$ cat src/rtl/uart_tx_arbiter_pkg.sv
// uart_tx_arbiter_pkg: shared state encoding and defaults for the UART TX arbiter
package uart_tx_arbiter_pkg;
  localparam int TXARB_NUM_REQ = 3;
  localparam int TXARB_BUSY_TIMEOUT = 16;
  typedef enum logic [1:0] {
    TXARB_IDLE      = 2'd0,
    TXARB_LAUNCH    = 2'd1,
    TXARB_WAIT_BUSY = 2'd2,
    TXARB_WAIT_DONE = 2'd3
  } txarb_state_t;
endpackage

$ cat src/rtl/uart_tx_arbiter_if.sv
// uart_tx_arbiter_if: requester bus plus transmitter handshake of the UART TX arbiter
interface uart_tx_arbiter_if #(
  parameter int NUM_REQ = uart_tx_arbiter_pkg::TXARB_NUM_REQ
);
  logic [NUM_REQ-1:0]   req_valid;
  logic [NUM_REQ*8-1:0] req_data;
  logic [NUM_REQ-1:0]   req_last;
  logic [NUM_REQ-1:0]   req_ready;
  logic                 tx_en;
  logic [7:0]           tx_data;
  logic                 tx_rdy;
  logic [2:0]           grant_id;
  logic                 busy;
  logic                 err;
  modport master (
    output req_valid, req_data, req_last, tx_rdy,
    input  req_ready, tx_en, tx_data, grant_id, busy, err
  );
  modport slave (
    input  req_valid, req_data, req_last, tx_rdy,
    output req_ready, tx_en, tx_data, grant_id, busy, err
  );
endinterface

$ cat src/rtl/uart_tx_arbiter_rr_arb_pick.sv
// rr_arb_pick: combinational round-robin picker, search starts one past last
module rr_arb_pick #(
  parameter int N = 3
) (
  input  logic [N-1:0] req_i,
  input  logic [N-1:0] mask_i,
  input  logic [2:0]   last_i,
  output logic [N-1:0] gnt_o,
  output logic [2:0]   idx_o,
  output logic         any_o
);
  logic [N-1:0]   cand;
  logic [2*N-1:0] dbl;
  logic [2:0]     start;
  logic [3:0]     pos;
  // Rotate the candidates so the preferred one sits at bit 0, then take the lowest set bit
  always_comb begin
    cand = req_i & mask_i;
    start = (last_i == 3'(N-1)) ? 3'd0 : last_i + 3'd1;
    dbl = {cand, cand} >> start;
    any_o = 1'b0;
    pos = '0;
    for (int k = N-1; k >= 0; k--)
      if (dbl[k]) begin
        any_o = 1'b1;
        pos = {1'b0, start} + 4'(k);
      end
    idx_o = 3'((pos >= 4'(N)) ? pos - 4'(N) : pos);
    gnt_o = any_o ? N'(1) << idx_o : '0;
  end
endmodule

$ cat src/rtl/uart_tx_arbiter.sv
// uart_tx_arbiter: round-robin sharing of one UART byte transmitter; burst lock via UART_TX_ARB_BURST_LOCK_EN
module uart_tx_arbiter import uart_tx_arbiter_pkg::*; #(
  parameter int NUM_REQ      = TXARB_NUM_REQ,
  parameter int BUSY_TIMEOUT = TXARB_BUSY_TIMEOUT
) (
  input logic             clk,
  input logic             rst,
  uart_tx_arbiter_if.slave bus
);
  localparam int CW = $clog2(BUSY_TIMEOUT + 1);
  txarb_state_t        state_q, state_d;
  logic [7:0]          tx_data_q, tx_data_d, sel_data;
  logic [2:0]          grant_id_q, grant_id_d;
  logic [2:0]          last_q, last_d;
  logic [CW-1:0]       cnt_q, cnt_d;
  logic                err_q, err_d;
  logic [NUM_REQ-1:0]  mask, gnt;
  logic [2:0]          pick;
  logic                any, grant, timeout;

  rr_arb_pick #(.N(NUM_REQ)) u_pick (
    .req_i  (bus.req_valid),
    .mask_i (mask),
    .last_i (last_q),
    .gnt_o  (gnt),
    .idx_o  (pick),
    .any_o  (any)
  );

  // A grant is never issued while reset is held, so a reset cannot re-accept a byte
  assign grant = state_q == TXARB_IDLE && bus.tx_rdy && any && !rst;
  // A falling tx_rdy in the same cycle wins over the timeout
  assign timeout = state_q == TXARB_WAIT_BUSY && bus.tx_rdy && (cnt_q + CW'(1) == CW'(BUSY_TIMEOUT));

`ifdef UART_TX_ARB_BURST_LOCK_EN
  logic       lock_q, lock_d;
  logic [2:0] owner_q, owner_d;
  assign mask = lock_q ? NUM_REQ'(1) << owner_q : '1;
  // A non-final byte locks arbitration onto its sender; the final byte or a timeout unlocks
  always_comb begin
    lock_d = timeout ? 1'b0 : grant ? !(|(bus.req_last & gnt)) : lock_q;
    owner_d = grant ? pick : owner_q;
  end
  // Lock registers
  always_ff @(posedge clk) begin
    if (rst) begin
      lock_q <= 1'b0;
      owner_q <= '0;
    end else begin
      lock_q <= lock_d;
      owner_q <= owner_d;
    end
  end
`else
  assign mask = '1;
`endif

  // State register
  always_ff @(posedge clk) begin
    if (rst) state_q <= TXARB_IDLE;
    else state_q <= state_d;
  end

  // Next-state logic
  always_comb begin
    state_d = state_q;
    case (state_q)
      TXARB_IDLE:      state_d = grant ? TXARB_LAUNCH : TXARB_IDLE;
      TXARB_LAUNCH:    state_d = TXARB_WAIT_BUSY;
      TXARB_WAIT_BUSY: state_d = !bus.tx_rdy ? TXARB_WAIT_DONE : timeout ? TXARB_IDLE : TXARB_WAIT_BUSY;
      default:         state_d = bus.tx_rdy ? TXARB_IDLE : TXARB_WAIT_DONE;
    endcase
  end

  // Outputs decoded from registered state
  always_comb begin
    bus.req_ready = grant ? gnt : '0;
    bus.tx_en = state_q == TXARB_LAUNCH;
    bus.tx_data = tx_data_q;
    bus.grant_id = grant_id_q;
    bus.busy = state_q != TXARB_IDLE;
    bus.err = err_q | timeout;
  end

  // Datapath next values: byte capture on grant, busy-wait counter, sticky error
  always_comb begin
    sel_data = '0;
    for (int i = 0; i < NUM_REQ; i++)
      if (gnt[i]) sel_data = bus.req_data[i*8 +: 8];
    tx_data_d = grant ? sel_data : tx_data_q;
    grant_id_d = grant ? pick : grant_id_q;
    last_d = grant ? pick : last_q;
    cnt_d = state_q == TXARB_LAUNCH ? '0 : state_q == TXARB_WAIT_BUSY ? cnt_q + CW'(1) : cnt_q;
    err_d = err_q | timeout;
  end

  // Datapath registers
  always_ff @(posedge clk) begin
    if (rst) begin
      tx_data_q <= '0;
      grant_id_q <= '0;
      last_q <= 3'(NUM_REQ - 1);
      cnt_q <= '0;
      err_q <= 1'b0;
    end else begin
      tx_data_q <= tx_data_d;
      grant_id_q <= grant_id_d;
      last_q <= last_d;
      cnt_q <= cnt_d;
      err_q <= err_d;
    end
  end
endmodule

$ cat src/flat_wrapper.sv
// flat-port wrapper written by rule: the top's interface ports become plain ports
module uart_tx_arbiter_flat import uart_tx_arbiter_pkg::*;
#(
  parameter int NUM_REQ      = TXARB_NUM_REQ,
  parameter int BUSY_TIMEOUT = TXARB_BUSY_TIMEOUT
)
  (clk, rst, bus_req_valid, bus_req_data, bus_req_last, bus_tx_rdy, bus_req_ready, bus_tx_en, bus_tx_data, bus_grant_id, bus_busy, bus_err);
  uart_tx_arbiter_if #(.NUM_REQ(NUM_REQ)) bus_i ();
  input logic clk;
  input logic rst;
  input wire logic [$bits(bus_i.req_valid)-1:0] bus_req_valid;
  input wire logic [$bits(bus_i.req_data)-1:0] bus_req_data;
  input wire logic [$bits(bus_i.req_last)-1:0] bus_req_last;
  input wire logic [$bits(bus_i.tx_rdy)-1:0] bus_tx_rdy;
  output wire logic [$bits(bus_i.req_ready)-1:0] bus_req_ready;
  output wire logic [$bits(bus_i.tx_en)-1:0] bus_tx_en;
  output wire logic [$bits(bus_i.tx_data)-1:0] bus_tx_data;
  output wire logic [$bits(bus_i.grant_id)-1:0] bus_grant_id;
  output wire logic [$bits(bus_i.busy)-1:0] bus_busy;
  output wire logic [$bits(bus_i.err)-1:0] bus_err;
  assign bus_i.req_valid = bus_req_valid;
  assign bus_i.req_data = bus_req_data;
  assign bus_i.req_last = bus_req_last;
  assign bus_i.tx_rdy = bus_tx_rdy;
  assign bus_req_ready = bus_i.req_ready;
  assign bus_tx_en = bus_i.tx_en;
  assign bus_tx_data = bus_i.tx_data;
  assign bus_grant_id = bus_i.grant_id;
  assign bus_busy = bus_i.busy;
  assign bus_err = bus_i.err;
  uart_tx_arbiter #(.NUM_REQ(NUM_REQ), .BUSY_TIMEOUT(BUSY_TIMEOUT)) u_core (.clk(clk), .rst(rst), .bus(bus_i));
endmodule
$ cat config.mk
export PLATFORM = sky130hd
export DESIGN_NAME = uart_tx_arbiter_flat
export DESIGN_NICKNAME = d
export VERILOG_FILES = /design/src/rtl/uart_tx_arbiter_pkg.sv /design/src/rtl/uart_tx_arbiter_if.sv /design/src/rtl/uart_tx_arbiter_rr_arb_pick.sv /design/src/rtl/uart_tx_arbiter.sv /design/src/flat_wrapper.sv
export SDC_FILE = /design/constraint.sdc
export NUM_CORES = 1
export LEC_CHECK = 0
export ABC_AREA = 0
export BUFFER_PORTS_ARGS = -buffer_cell sky130_fd_sc_hd__buf_2
export CAP_MARGIN = 20
export CELL_PAD_IN_SITES_DETAIL_PLACEMENT = 0
export CELL_PAD_IN_SITES_GLOBAL_PLACEMENT = 1
export CORE_UTILIZATION = 42
export CTS_BUF_LIST = sky130_fd_sc_hd__clkbuf_4
export CTS_CLUSTER_SIZE = 28
export DETAILED_ROUTE_END_ITERATION = 6
export PLACE_DENSITY_LB_ADDON = 0.1
export SYNTH_ARGS = -nofsm -noshare
export SYNTH_HDL_FRONTEND = slang
export SYNTH_SLANG_ARGS = --single-unit
$ cat constraint.sdc
create_clock -name clk -period 10.3 [get_ports clk]
set_clock_uncertainty 0.15 [all_clocks]
set_input_delay 2.06 -clock clk [delete_from_list [all_inputs] [get_ports clk]]
set_output_delay 2.06 -clock clk [all_outputs]
set_load 0.01 [all_outputs]
==> results of run 1 <==
## sequential cells by signal, indices dropped and copies added (netlist names)
signal / cells
u_core.bus.tx_data: 8
u_core.cnt_q: 5
u_core.last_q: 3
u_core.state_q: 2
u_core.bus.grant_id: 1
u_core.err_q: 1
## worst min-delay path, delay by kind of cell (launching register included)
| family | cells | cell delay, ns |
|---|---|---|
| DFF | 1 | 0.33 |
| and+or+nand+nor | 1 | 0.05 |
| AOI/OAI and AO/OA | 1 | 0.05 |
## through the flow
step	power [µW]	util, %
3_3_place_gp	233.8	49.20
4_1_cts	275.7	49.90
3_5_place_dp	236.3	49.20
2_1_floorplan	217.6	-
5_1_grt	294.1	49.90
6_report	272.4	49.90
## per-layer routing
layer / wire length [µm] / up-vias / global-route usage (%)
met4: 10 / 0 / 2.446
met1: 1795 / 727 / 24.55
met5: 0 / - / 0
li1: - / 819 / -
met2: 1746 / 42 / 30.74
met3: 234 / 2 / 5.208
## Yosys cell counts (3+ instances only)
cell type  count
nand2_1       34
dfxtp_1       20
nor2_1        18
inv_1         16
a21oi_1        9
a2bb2oi_1      8
o221ai_1       8
buf_6          6
nand3b_1       5
nor4b_1        5
o21ai_0        5
clkbuf_1       4
ha_1           4
a32oi_1        3
nand2b_1       3
nor4_4         3
## cells by family (layout without fill, tap and decap cells)
group           after synthesis  count (layout)  synth area share [%]
compound gates               54              54                 26.71
xor+xnor                      1               1                0.5152
fa+ha+maj                     4               4                 2.943
buf+inv                      32              66                 11.48
flops                        20              20                 23.55
mux                           5               5                 3.385
simple gates                 90              90                 31.42
## final cells by class
type                    count  area [µm²]  share of cell area [%]
inverters                  16       60.06                   3.191
well taps                  48       60.06                   3.191
clock buffers               3       22.52                   1.197
flip-flops and latches     20       400.4                   21.28
repair buffers             46       230.2                   12.23
multi-input cells         154        1105                   58.71
clock inverters             1       3.754                  0.1995
## path summary, 6_finish.rpt
check	from	to	slack [ns]	cells past startpoint
max reg2reg	u_core.last_q[2]$_SDFFE_PP0P_	u_core.bus.tx_data[0]$_SDFFE_PP0P_	6.84	10
max	bus_req_valid[2]	bus_req_ready[0]	3.04	11
min reg2reg	u_core.bus.grant_id[1]$_SDFFE_PP0P_	u_core.bus.grant_id[1]$_SDFFE_PP0P_	0.32	2
min	u_core.bus.grant_id[1]$_SDFFE_PP0P_	u_core.bus.grant_id[1]$_SDFFE_PP0P_	0.32	2
## report_power, final
group | switching (µW) | internal (µW)
logic | 72.9 | 60.0
clock network | 24.5 | 14.1
registers | 14.2 | 86.6
total | 112 | 161
==> impl_metrics.toml, run 1 <==
[run_status]
status = "finished, final reports clean"

[grt]
grt_pass1_vias = 1423
gr-usage-all-layers_pct = 18.67
grt_first_pass_wirelength_um = 6389
grt_max_degree = 19
grt.overflow.total = 0
antenna_found_initial = 0

[synthesis]
syn_area_per_cell_um2 = 8.254
seq_area_frac_synth_pct = 23.55
synth_top_area_share_pct = 23.55
synth_cell_types = 59
netlist_top_cells_area = "dfxtp_1 (24%), nand2_1 (7.5%), a2bb2oi_1 (4.1%)"
synth-main-ff-cell = "dfxtp_1"
yosysWarnings = 0
synth_edf_count = 0
ys_ff_latch = 20
syn-cell-area_um2 = 1700
syn_inst = 206
async_flop_share_pct = 0
synth_nets = 243
yosysTopAreaCell = "dfxtp_1"

[clock_tree]
ctsHoldBuffers = 0
cts_buffer_depth = 2
cts_tree = "yes"
cts_root_buf = "clkbuf_4"
post_cts_buffers = 0
path_clk_slew_ns = 0.12
clock-sinks = 20
cts_made_buffers = 3
h-tree-depth = 1
insertion_delay_ns = 0.30
ctsResizeCount = 0

[min_path]
hold_class = "flop to flop"

[critical_path]
critPathArrivalTime_ns = 5.05
crit_chain = "buf_2 > or3b_2 > a21oi_1 > a211o_1 > ha_1 > nor2_1 > mux2_2 > nor4_4 > a32o_2 > nor3b_1 > buf_2"
path_class = "input pin to output pin"
cp_top_family = "simple AND/OR/NAND/NOR gates"
cpMostUsedCell = "buf_2"
crit_path_max_incr_delay_ns = 0.47
start_kind = "input pin"
crit_path_max_fanout = 14
cp.buffers_inverters = 2
cp_slowest_cell = "or3b_2"
required_ns = 8.09
end_kind = "output pin"

[drt]
drt_iter0_drc = 105
avgViaCountPerCell = 5.521
ant_nets = 0
totalWireLength_um = 3786
drtPass1Iterations = 4
route.vias.total = 1590
routedWlPerCell_um = 13.15
drc = 0

[cells_and_area]
syn2layout_area_growth_pct = 10.67
fin_cells = 288
final_nets = 278
layout_commonest_cell = "buf_2"
antenna_cells = 0
fillers = 366
drive_gt1_share_pct = 28.33
final_cell_mix = "buf_2 (46), nand2_1 (34), dfxtp_1 (20)"
finalInstanceArea_um2 = 1882

[timing]
fmax_ghz = 0.1377
worst_slew_pin_slew_ns = 0.9053
max_slew_margin_pct = 39.52
drv_slew = 0
setup_tns_ns = 0
holdWs_ns = 0.3155
rsz0062_at_grt = "no"
hold_violations = 0
finalSetupViolations = 0
post-route-period-util_pct = 70.51
post-route-min-period_ns = 7.263
fin_ws_ns = 3.037

[pwr]
powerDensity_nw_per_um2 = 144.8
p_leak_uw = 0.0008627
vdd_ir_drop_max_uv = 72.80

[die]
die_y_um = 65.63
die_area_um2 = 4307
coreArea_um2 = 3771
io_pins = 50
start_util_pct = 45.09
rows = 22
die_w_um = 65.63

[placement]
portBuffers = 46
place_ws_ns = 3.075
gp_congestion = 0.7749
dp_hpwl_um = 2847
place_area_um2 = 1856
dpl.cell_count = 284

[flow_run]
maxCapViolCount = 0
No activity file was read; power rests on OpenSTA's default activity.
==> run 2: changes to the inputs <==
--- a/config.mk
+++ b/config.mk
@@ -5,12 +5,12 @@
 export SDC_FILE = /design/constraint.sdc
 export NUM_CORES = 1
 export LEC_CHECK = 0
-export ABC_AREA = 0
+export ABC_AREA = 1
 export BUFFER_PORTS_ARGS = -buffer_cell sky130_fd_sc_hd__buf_2
 export CAP_MARGIN = 20
 export CELL_PAD_IN_SITES_DETAIL_PLACEMENT = 0
 export CELL_PAD_IN_SITES_GLOBAL_PLACEMENT = 1
-export CORE_UTILIZATION = 42
+export CORE_UTILIZATION = 36
 export CTS_BUF_LIST = sky130_fd_sc_hd__clkbuf_4
 export CTS_CLUSTER_SIZE = 28
 export DETAILED_ROUTE_END_ITERATION = 6
==> constraint.sdc (replaced) <==
create_clock -name clk -period 7.25 [get_ports clk]
set_clock_uncertainty 0.15 [all_clocks]
set_input_delay 1.45 -clock clk [delete_from_list [all_inputs] [get_ports clk]]
set_output_delay 1.45 -clock clk [all_outputs]
set_load 0.01 [all_outputs]
==> impl_metrics.toml, run 2 <==
[cells_and_area]
antenna_cells = 0
finalInstanceArea_um2 = 1908
fillers = 471
multi_input_area_um2 = 1047
seqCellArea_um2 = 400.4
final_nets = 328
fin_cells = 340
drive_gt1_share_pct = 30.34
layout_commonest_cell = "nand2_1"
final_util_pct = 46.04
syn2layout_area_growth_pct = 19.33
final_cell_mix = "nand2_1 (60), buf_2 (46), nand3_1 (31)"
largest_register_ffs = 8

[grt]
antenna_found_initial = 0
grt.overflow.total = 0
grt_first_pass_wirelength_um = 6265
grt_max_degree = 21
gr-usage-all-layers_pct = 17.34
grt_pass1_vias = 1459

[timing]
fmax_ghz = 0.1879
setup_tns_ns = 0
post-route-period-util_pct = 73.40
max_slew_margin_pct = 66.87
rsz0062_at_grt = "no"
hold_violations = 0
finalSetupViolations = 0
drv_slew = 0
post-route-min-period_ns = 5.322
worst_slew_pin_slew_ns = 0.4951

[min_path]
hold_class = "flop to flop"
whs_path_depth = 2

[clock_tree]
cts_root_buf = "clkbuf_4"
path_clk_slew_ns = 0.12
cts_made_buffers = 3
cts_tree = "yes"
cts_buffer_depth = 2
post_cts_buffers = 0
clock-sinks = 20
ctsHoldBuffers = 0
ctsResizeCount = 0
insertion_delay_ns = 0.30
h-tree-depth = 1

[drt]
avgViaCountPerCell = 4.918
ant_nets = 0
routedWlPerCell_um = 11.33
route.vias.total = 1672
totalWireLength_um = 3853
drc = 0
drt_iter0_drc = 89
drtPass1Iterations = 4

[die]
die_w_um = 68.65
die_y_um = 68.65
coreArea_um2 = 4144
start_util_pct = 38.59
die_area_um2 = 4712
io_pins = 50
rows = 23

[synthesis]
async_flop_share_pct = 0
netlist_top_cells_area = "dfxtp_1 (25%), nand2_1 (14%), nand3_1 (9.7%)"
synth_edf_count = 0
synth_top_area_share_pct = 25.04
synth_cell_types = 34
yosysWarnings = 0
yosysMostFrequentCell = "nand2_1"
ys_ff_latch = 20
seq_area_frac_synth_pct = 25.04
netlist_top_cells_count = "nand2_1 (60), nand3_1 (31), nor2_1 (26), inv_1 (24), dfxtp_1 (20)"
yosysTopAreaCell = "dfxtp_1"
synth_nets = 283
synth-main-ff-cell = "dfxtp_1"
syn-cell-area_um2 = 1599
syn_inst = 246
syn_area_per_cell_um2 = 6.500

[flow_run]
maxCapViolCount = 0

[critical_path]
crit_path_max_fanout = 13
end_kind = "output pin"
r2r_slack_ns = 4.08
start_kind = "input pin"
required_ns = 5.65
rr_worst_depth = 20
path_class = "input pin to output pin"
critPathArrivalTime_ns = 3.72

[placement]
dpl.cell_count = 336
portBuffers = 46
dp_hpwl_um = 3005
gp_congestion = 0.8107
place_area_um2 = 1856

[pwr]
powerDensity_nw_per_um2 = 568.1
p_total_uw = 1084
p_leak_uw = 0.0009802
vdd_ir_drop_max_uv = 311.3

[run_status]
status = "finished, final reports clean"
==> run 2: cell count changes in the layout (fill, tap and decap cells not counted), sizes merged, moves of 4 or more <==
cell / delta
nand2: +38
nand2b: -4
inv: +14
nor2: +10
a2bb2oi: -8
o21ai: +9
nor4b: -5
nand4: +6
nand3: +31
o221ai: -8
a21oi: +5
nand3b: -4
==> run 2: final timing paths <==
path,from,endpoint
hold / removal,u_core.bus.tx_data[6]$_SDFFE_PP0P_,u_core.bus.tx_data[6]$_SDFFE_PP0P_
setup reg to reg,u_core.last_q[0]$_SDFFE_PP0P_,u_core.bus.tx_data[5]$_SDFFE_PP0P_
setup / recovery,bus_req_valid[2],bus_req_ready[2]
hold reg to reg,u_core.bus.tx_data[6]$_SDFFE_PP0P_,u_core.bus.tx_data[6]$_SDFFE_PP0P_
==> run 2: critical path, cell delays in order <==
cell and delay, ns:
buf_2 0.12, inv_1 0.05, nand3_1 0.14, nand3_1 0.14, nand3_1 0.11, nand2_2 0.11, nand2_1 0.07, nand3_1 0.07
nand2_1 0.10, inv_2 0.09, ha_1 0.20, inv_1 0.10, nand4_2 0.14, nand2_1 0.07, nand2_2 0.25, nand3_2 0.24
nor2_1 0.13, buf_2 0.14
==> run 2: logic make-up after synthesis <==
| logic type | after synthesis | share of synthesized area (%) |
|---|---|---|
| AOI/OAI and AO/OA | 36 | 15.10 |
| buffers and inverters | 36 | 9.468 |
| DFF | 20 | 25.04 |
| and+or+nand+nor | 148 | 46.17 |
| adders and majority gates | 4 | 3.130 |
| xor gates and xnor gates | 2 | 1.096 |
==> run 2: layout make-up <==
type | count | area share [%]
flip-flops and latches | 20 | 20.98
multi-input cells | 190 | 54.89
repair buffers | 46 | 12.07
clock inverters | 1 | 1.574
clock buffers | 3 | 1.180
inverters | 30 | 6.033
well taps | 50 | 3.279
==> run 2: through the flow <==
stage,worst slack [ns],hold WS (ns)
3_5_place_dp,1.901,0.3172
4_1_cts,1.902,0.3359
6_report,1.928,0.3358
2_1_floorplan,2.278,0.2859
5_1_grt,1.637,0.3559
3_3_place_gp,1.906,0.2937
==> run 2: per-layer routing <==
layer	global-route usage [%]	vias to the layer above	wire, µm
li1	-	903	-
met1	22.41	718	1869
met2	29.78	49	1739
met3	4.441	2	233
met4	1.563	0	10
met5	0	-	0
==> run 2: where the power goes <==
group	internal, µW	switching (µW)	total [µW]
clock	55.9	36.4	92.3
sequential	144	27.5	172
combinational	259	561	820
total	459	625	1080
